==> src/rtl/ni_inject_arbiter.sv <==
// Injection arbiter between the NI priority/normal source FIFOs and the router local port.
// Optional build macro NI_INJECT_ERR_EN adds the err_sticky protocol-error flag.
module ni_inject_arbiter #(
   parameter int FLIT_W     = 16,
   parameter int CREDITS    = 4,
   parameter int STARVE_MAX = 4,
   localparam int CW        = $clog2(CREDITS + 1),
   localparam int SW        = $clog2(STARVE_MAX + 1)
) (
   input  logic              clk,
   input  logic              rst_n,
   input  logic              pri_empty,
   input  logic [FLIT_W-1:0] pri_data,
   output logic              pri_rd,
   input  logic              norm_empty,
   input  logic [FLIT_W-1:0] norm_data,
   output logic              norm_rd,
   input  logic              credit_in,
   output logic [FLIT_W-1:0] out_flit,
   output logic              out_valid,
   output logic              grant_pri,
   output logic              grant_norm,
   output logic [1:0]        dbg_state,
   output logic [CW-1:0]     dbg_credit_cnt,
   output logic [SW-1:0]     dbg_starve_cnt
`ifdef NI_INJECT_ERR_EN
   ,
   output logic              err_sticky
`endif
);

   // Handshake: a FIFO word is consumed in the cycle its *_rd is high (FWFT head),
   // and it is presented on out_flit with out_valid high on the following cycle.

   typedef enum logic [1:0] {
      IDLE      = 2'd0,
      SEND_PRI  = 2'd1,
      SEND_NORM = 2'd2
   } state_e;

   localparam logic [CW-1:0] CRED_MAX   = CW'(CREDITS);
   localparam logic [SW-1:0] STARVE_LIM = SW'(STARVE_MAX);
   localparam logic [2:0]    TYPE_HEAD  = 3'b001;
   localparam logic [2:0]    TYPE_TAIL  = 3'b110;

   state_e              state_q, state_d;
   logic [CW-1:0]       credit_q, credit_d;
   logic [SW-1:0]       starve_q, starve_d;
   logic [FLIT_W-1:0]   out_flit_q;
   logic                out_valid_q;
   logic                grant_pri_q;
   logic                grant_norm_q;

   logic                credit_ok;
   logic                pop;
   logic [FLIT_W-1:0]   pop_data;
   logic                pop_tail;

   assign credit_ok = (credit_q != '0);
   assign pri_rd    = (state_q == SEND_PRI)  && !pri_empty  && credit_ok;
   assign norm_rd   = (state_q == SEND_NORM) && !norm_empty && credit_ok;
   assign pop       = pri_rd || norm_rd;
   assign pop_data  = pri_rd ? pri_data : norm_data;
   assign pop_tail  = (pop_data[FLIT_W-1 -: 3] == TYPE_TAIL);

   always_comb begin
      state_d  = state_q;
      starve_d = starve_q;
      case (state_q)
         IDLE: begin
            if (!pri_empty && ((starve_q < STARVE_LIM) || norm_empty)) begin
               state_d = SEND_PRI;
            end else if (!norm_empty) begin
               state_d = SEND_NORM;
            end
         end
         SEND_PRI: begin
            if (pri_rd && pop_tail) begin
               state_d = IDLE;
               // Only a waiting normal packet counts as being starved.
               if (!norm_empty) begin
                  if (starve_q != STARVE_LIM) begin
                     starve_d = starve_q + SW'(1);
                  end
               end else begin
                  starve_d = '0;
               end
            end
         end
         SEND_NORM: begin
            if (norm_rd && pop_tail) begin
               state_d  = IDLE;
               starve_d = '0;
            end
         end
         default: state_d = IDLE;
      endcase
   end

   // Pop and returned credit in the same cycle cancel; returns at full count saturate.
   always_comb begin
      credit_d = credit_q;
      if (pop && !credit_in) begin
         credit_d = credit_q - CW'(1);
      end else if (credit_in && !pop && (credit_q != CRED_MAX)) begin
         credit_d = credit_q + CW'(1);
      end
   end

   always_ff @(posedge clk or negedge rst_n) begin
      if (!rst_n) begin
         state_q  <= IDLE;
         credit_q <= CRED_MAX;
         starve_q <= '0;
      end else begin
         state_q  <= state_d;
         credit_q <= credit_d;
         starve_q <= starve_d;
      end
   end

   always_ff @(posedge clk or negedge rst_n) begin
      if (!rst_n) begin
         out_flit_q   <= '0;
         out_valid_q  <= 1'b0;
         grant_pri_q  <= 1'b0;
         grant_norm_q <= 1'b0;
      end else begin
         out_valid_q  <= pop;
         if (pop) begin
            out_flit_q <= pop_data;
         end
         grant_pri_q  <= (state_q == SEND_PRI);
         grant_norm_q <= (state_q == SEND_NORM);
      end
   end

   assign out_flit       = out_flit_q;
   assign out_valid      = out_valid_q;
   assign grant_pri      = grant_pri_q;
   assign grant_norm     = grant_norm_q;
   assign dbg_state      = state_q;
   assign dbg_credit_cnt = credit_q;
   assign dbg_starve_cnt = starve_q;

`ifdef NI_INJECT_ERR_EN
   logic pop_head;
   logic first_q, first_d;
   logic err_q, err_d;

   assign pop_head = (pop_data[FLIT_W-1 -: 3] == TYPE_HEAD);

   // first_q marks that the next pop is the opening flit of a packet.
   always_comb begin
      first_d = first_q;
      err_d   = err_q;
      if (state_q == IDLE) begin
         first_d = 1'b1;
      end else if (pop) begin
         first_d = 1'b0;
      end
      if (credit_in && (credit_q == CRED_MAX)) begin
         err_d = 1'b1;
      end
      if (pop && first_q && !pop_head) begin
         err_d = 1'b1;
      end
      if (pop && !first_q && pop_head) begin
         err_d = 1'b1;
      end
   end

   always_ff @(posedge clk or negedge rst_n) begin
      if (!rst_n) begin
         first_q <= 1'b1;
         err_q   <= 1'b0;
      end else begin
         first_q <= first_d;
         err_q   <= err_d;
      end
   end

   assign err_sticky = err_q;
`endif

endmodule

==> config.mk <==
export PLATFORM = sky130hd
export DESIGN_NAME = ni_inject_arbiter
export DESIGN_NICKNAME = d
export VERILOG_FILES = /design/src/rtl/ni_inject_arbiter.sv
export SDC_FILE = /design/constraint.sdc
export NUM_CORES = 1
export LEC_CHECK = 0
export CORE_UTILIZATION = 42
export DETAILED_ROUTE_END_ITERATION = 10
export GPL_ROUTABILITY_DRIVEN = 0
export PLACE_DENSITY_LB_ADDON = 0.1
export SETUP_SLACK_MARGIN = 0.3
export SLEW_MARGIN = 20
export SYNTH_ARGS = -nofsm -noshare
export SYNTH_HDL_FRONTEND = slang
export SYNTH_SLANG_ARGS = --single-unit
==> constraint.sdc <==
create_clock -name clk -period 3.2 [get_ports clk]
set_input_delay 0.64 -clock clk [delete_from_list [all_inputs] [get_ports clk]]
set_output_delay 0.64 -clock clk [all_outputs]
set_load 0.1 [all_outputs]
==> run summary <==
The run finished with clean final reports. The tools report the number of nets produced by synthesis as 201. On the final layout, the worst clock skew is 0.00519 ns. Yosys mapped a number of flops with a built-in enable equal to 0. The run gives 0.218 as the total global routing track utilization.

After the flow finishes, the layout carries non-filler instances totaling 272. The buffer cell driving the clock tree root was sky130_fd_sc_hd__clkbuf_4. For this run the aggregate overflow at the end of global routing stands at 0. The global routing usage on met2 is 0.394. The first global-routing pass estimated 6.76 mm of wire. After detailed routing, the average wire length per cell comes to 14.2 um. The async set or reset register ratio after synthesis came out at 1.00.

The tools report the element type at the critical path start as a flip-flop. For the finished layout, the period the worst path requires is 2.74 ns. After clock tree synthesis, the clock-pin slew on the worst setup and hold paths is 0.15 ns. The Yosys warning count is 0. The cell row count was 21; the max-capacitance violation count was 0. After synthesis the netlist holds a flip-flop and latch count of 27. Post-route fraction of the period consumed by the critical path: 0.856. The number of levels in the clock H-tree is 1, and the number of filler instances in the final layout is 272. The max-slew headroom at the worst pin is 0.626.

In this run the deepest clock path goes through 2 buffers. The share of the core filled with cells was 0.657; the critical path's largest stage delay was 0.47 ns. For this block, the via count after detailed routing is 1,428. The worst-skew pair later-pin latency is 0.33 ns, and the via-per-instance ratio is 5.25.

For the pin with the worst max-slew slack, the measured transition is 0.559 ns. TritonCTS built the clock tree. The max-slew violation count was 0; the global routing met3 resource utilization was 0.0386. The count of endpoints failing hold in the final timing report is 0. The number of ports placed on the die boundary is 66. Among all flip-flop cells after synthesis, the most frequent one is sky130_fd_sc_hd__dfrtp_1. The logs give 0.446 for the portion of the post-synthesis area used by sequential elements and 0 for the initial antenna violation count. The tools report the count of routing violations after the opening detailed-route iteration as 64. The number of antenna diodes in the final layout is 0.

Data required time at the worst endpoint: 2.56 ns. For the met1 track demand over resource, the log shows 0.264. The type of the worst setup path is reg -> out. Traced cell by cell, the critical path runs through inv_1, ha_1, and2b_1, nand2_2, buf_4, inv_2, buf_12. The maximum fanout encountered on the critical timing path came out at 15.

The die is 62.1 um wide. The logs give 3860 um2 for the area of the die and 1,494 for the via count of the first global-routing pass. The first-pass iteration count of the detailed router was 4; the DRC violation count after routing was 0.

The count of cell types in the netlist is 44. The initial core utilization was 0.448. Entering global routing, the biggest net connects 17 pins. Setup violations remaining at the end of the flow were counted as 0. After synthesis, the mean cell area works out to 9.61 um2.

The die span in y came out at 62.1 um. Derived from the worst setup path, the maximum achievable clock frequency is 365 MHz. The total wirelength of the detailed-routed design is 3.87 mm, and the arrival time at the worst endpoint is 2.10 ns.

STA classifies the critical path endpoint as an output pin. The logs give 0 ns for the final-layout setup total negative slack and 2190 um2 for the standard cell area after detailed placement. The class of the worst hold path is reg -> reg. The largest individual stage delay along the critical path comes from the cell sky130_fd_sc_hd__dfrtp_2. After floorplanning, the core was sized to cover 3390 um2.

The setup slack of the worst register-to-register path is 0.58 ns, and the synthesized area is 1520 um2. The area growth from synthesis to layout is 46.7%. Including well taps, the total number of placed cells is 268.

Buffers inserted during clock tree synthesis total 3. In this run the remaining antenna-violating nets after routing total 0. Fraction of layout cells with a size suffix above 1: 0.252.

Detailed placement ended at an HPWL of 2.99 mm. Synthesis produced 158 cells. The number of port buffers was 65.

Setup repair after global routing left no endpoint under its margin. After clock tree synthesis, the flow added hold-fix buffers numbering 0. After routing the design area is 2230 um2.

After global routing, the most crowded layer is met2. The tree built by TritonCTS fans out to 27 sinks. The final layout net count came out at 270.
[synth_stat cells, types with 2 or more instances]
library cell	count	area (um2)
sky130_fd_sc_hd__a211oi_1	2	15.0
sky130_fd_sc_hd__a21oi_1	5	25.0
sky130_fd_sc_hd__a311oi_1	2	17.5
sky130_fd_sc_hd__clkbuf_1	4	15.0
sky130_fd_sc_hd__dfrtp_1	26	651
sky130_fd_sc_hd__ha_1	5	62.6
sky130_fd_sc_hd__inv_1	9	33.8
sky130_fd_sc_hd__inv_2	2	7.51
sky130_fd_sc_hd__mux2i_1	10	100
sky130_fd_sc_hd__nand2_1	13	48.8
sky130_fd_sc_hd__nor2_1	21	78.8
sky130_fd_sc_hd__nor3_1	21	105
sky130_fd_sc_hd__o21ai_0	7	35.0
[worst max-delay path, delay by kind of cell (launching register included)]
kind | cells | cell delay, ns
buffers and inverters | 4 | 0.71
flip-flops | 1 | 0.47
adder cells (fa/ha/maj) | 1 | 0.29
AND/OR/NAND/NOR | 2 | 0.29
[layout make-up]
| cell class | count | area (um2) | area share |
|---|---|---|---|
| clock inverters | 1 | 5.00 | 0.00225 |
| inverters | 11 | 41.3 | 0.0185 |
| well taps | 46 | 57.6 | 0.0259 |
| flip-flops and latches | 27 | 682 | 0.306 |
| repair buffers | 70 | 641 | 0.288 |
| clock buffers | 3 | 22.5 | 0.0101 |
| multi-input cells | 114 | 777 | 0.349 |
[layout by cell type, fill, tap and decap left out, types with 2 or more instances in the layout]
cell                              instances
sky130_fd_sc_hd__nand2_1                 13
sky130_fd_sc_hd__dfrtp_1                 22
sky130_fd_sc_hd__buf_4                   32
sky130_fd_sc_hd__a311oi_1                 2
sky130_fd_sc_hd__inv_2                    2
sky130_fd_sc_hd__nor3_1                  21
sky130_fd_sc_hd__a21oi_1                  4
sky130_fd_sc_hd__dfrtp_2                  4
sky130_fd_sc_hd__ha_1                     5
sky130_fd_sc_hd__inv_1                    9
sky130_fd_sc_hd__clkbuf_4                 3
sky130_fd_sc_hd__mux2i_1                 10
sky130_fd_sc_hd__buf_12                   2
sky130_fd_sc_hd__clkdlybuf4s50_1         36
sky130_fd_sc_hd__o21ai_0                  7
sky130_fd_sc_hd__a211oi_1                 2
sky130_fd_sc_hd__nor2_1                  21
[routing by layer]
| layer | vias to the layer above | wire length [um] |
|---|---|---|
| li1 | 689 | - |
| met1 | 694 | 1600 |
| met2 | 43 | 2020 |
| met3 | 2 | 229 |
| met4 | 0 | 23 |
| met5 | - | 0 |
[path summary, 6_finish.rpt]
path                                    from                end  cells after the start
hold / removal             dbg_credit_cnt[0]  dbg_credit_cnt[0]                      1
setup / recovery                dbg_state[1]             pri_rd                      7
setup reg to reg                dbg_state[1]  dbg_credit_cnt[2]                     10
min in group asynchronous              rst_n         grant_norm                      1
max in group asynchronous              rst_n  dbg_credit_cnt[2]                      2
hold reg to reg            dbg_credit_cnt[0]  dbg_credit_cnt[0]                      1
[through the flow]
step | worst slack, ns | hold slack (ns)
floorplan | 0.411 | 0.344
global placement | 0.334 | 0.514
detailed placement | 0.147 | 0.530
CTS | 0.470 | 0.551
global route | 0.318 | 0.609
finish | 0.462 | 0.561
[state kept, by name, summed over array words and instances, names as in the netlist]
name and cells:
grant_pri 1, dbg_credit_cnt 3, out_flit 16, dbg_state 2, grant_norm 1, out_valid 1
dbg_starve_cnt 3
[cell families after synthesis]
family	Yosys count	share of synthesized area
muxes	11	0.0758
DFF	27	0.446
buffers and inverters	17	0.0445
adders and majority gates	6	0.0544
AOI/OAI and AO/OA	27	0.141
and+or+nand+nor	69	0.233
xor gates and xnor gates	1	0.00577
[what timing repair did]
item	CTS	global route
endpoints found under the setup margin	0	1
gates resized for setup	0	1
buffers inserted	0	0
Power is not shown: default switching activity piles up to over one toggle a cycle in this logic, so the estimate is an artifact.
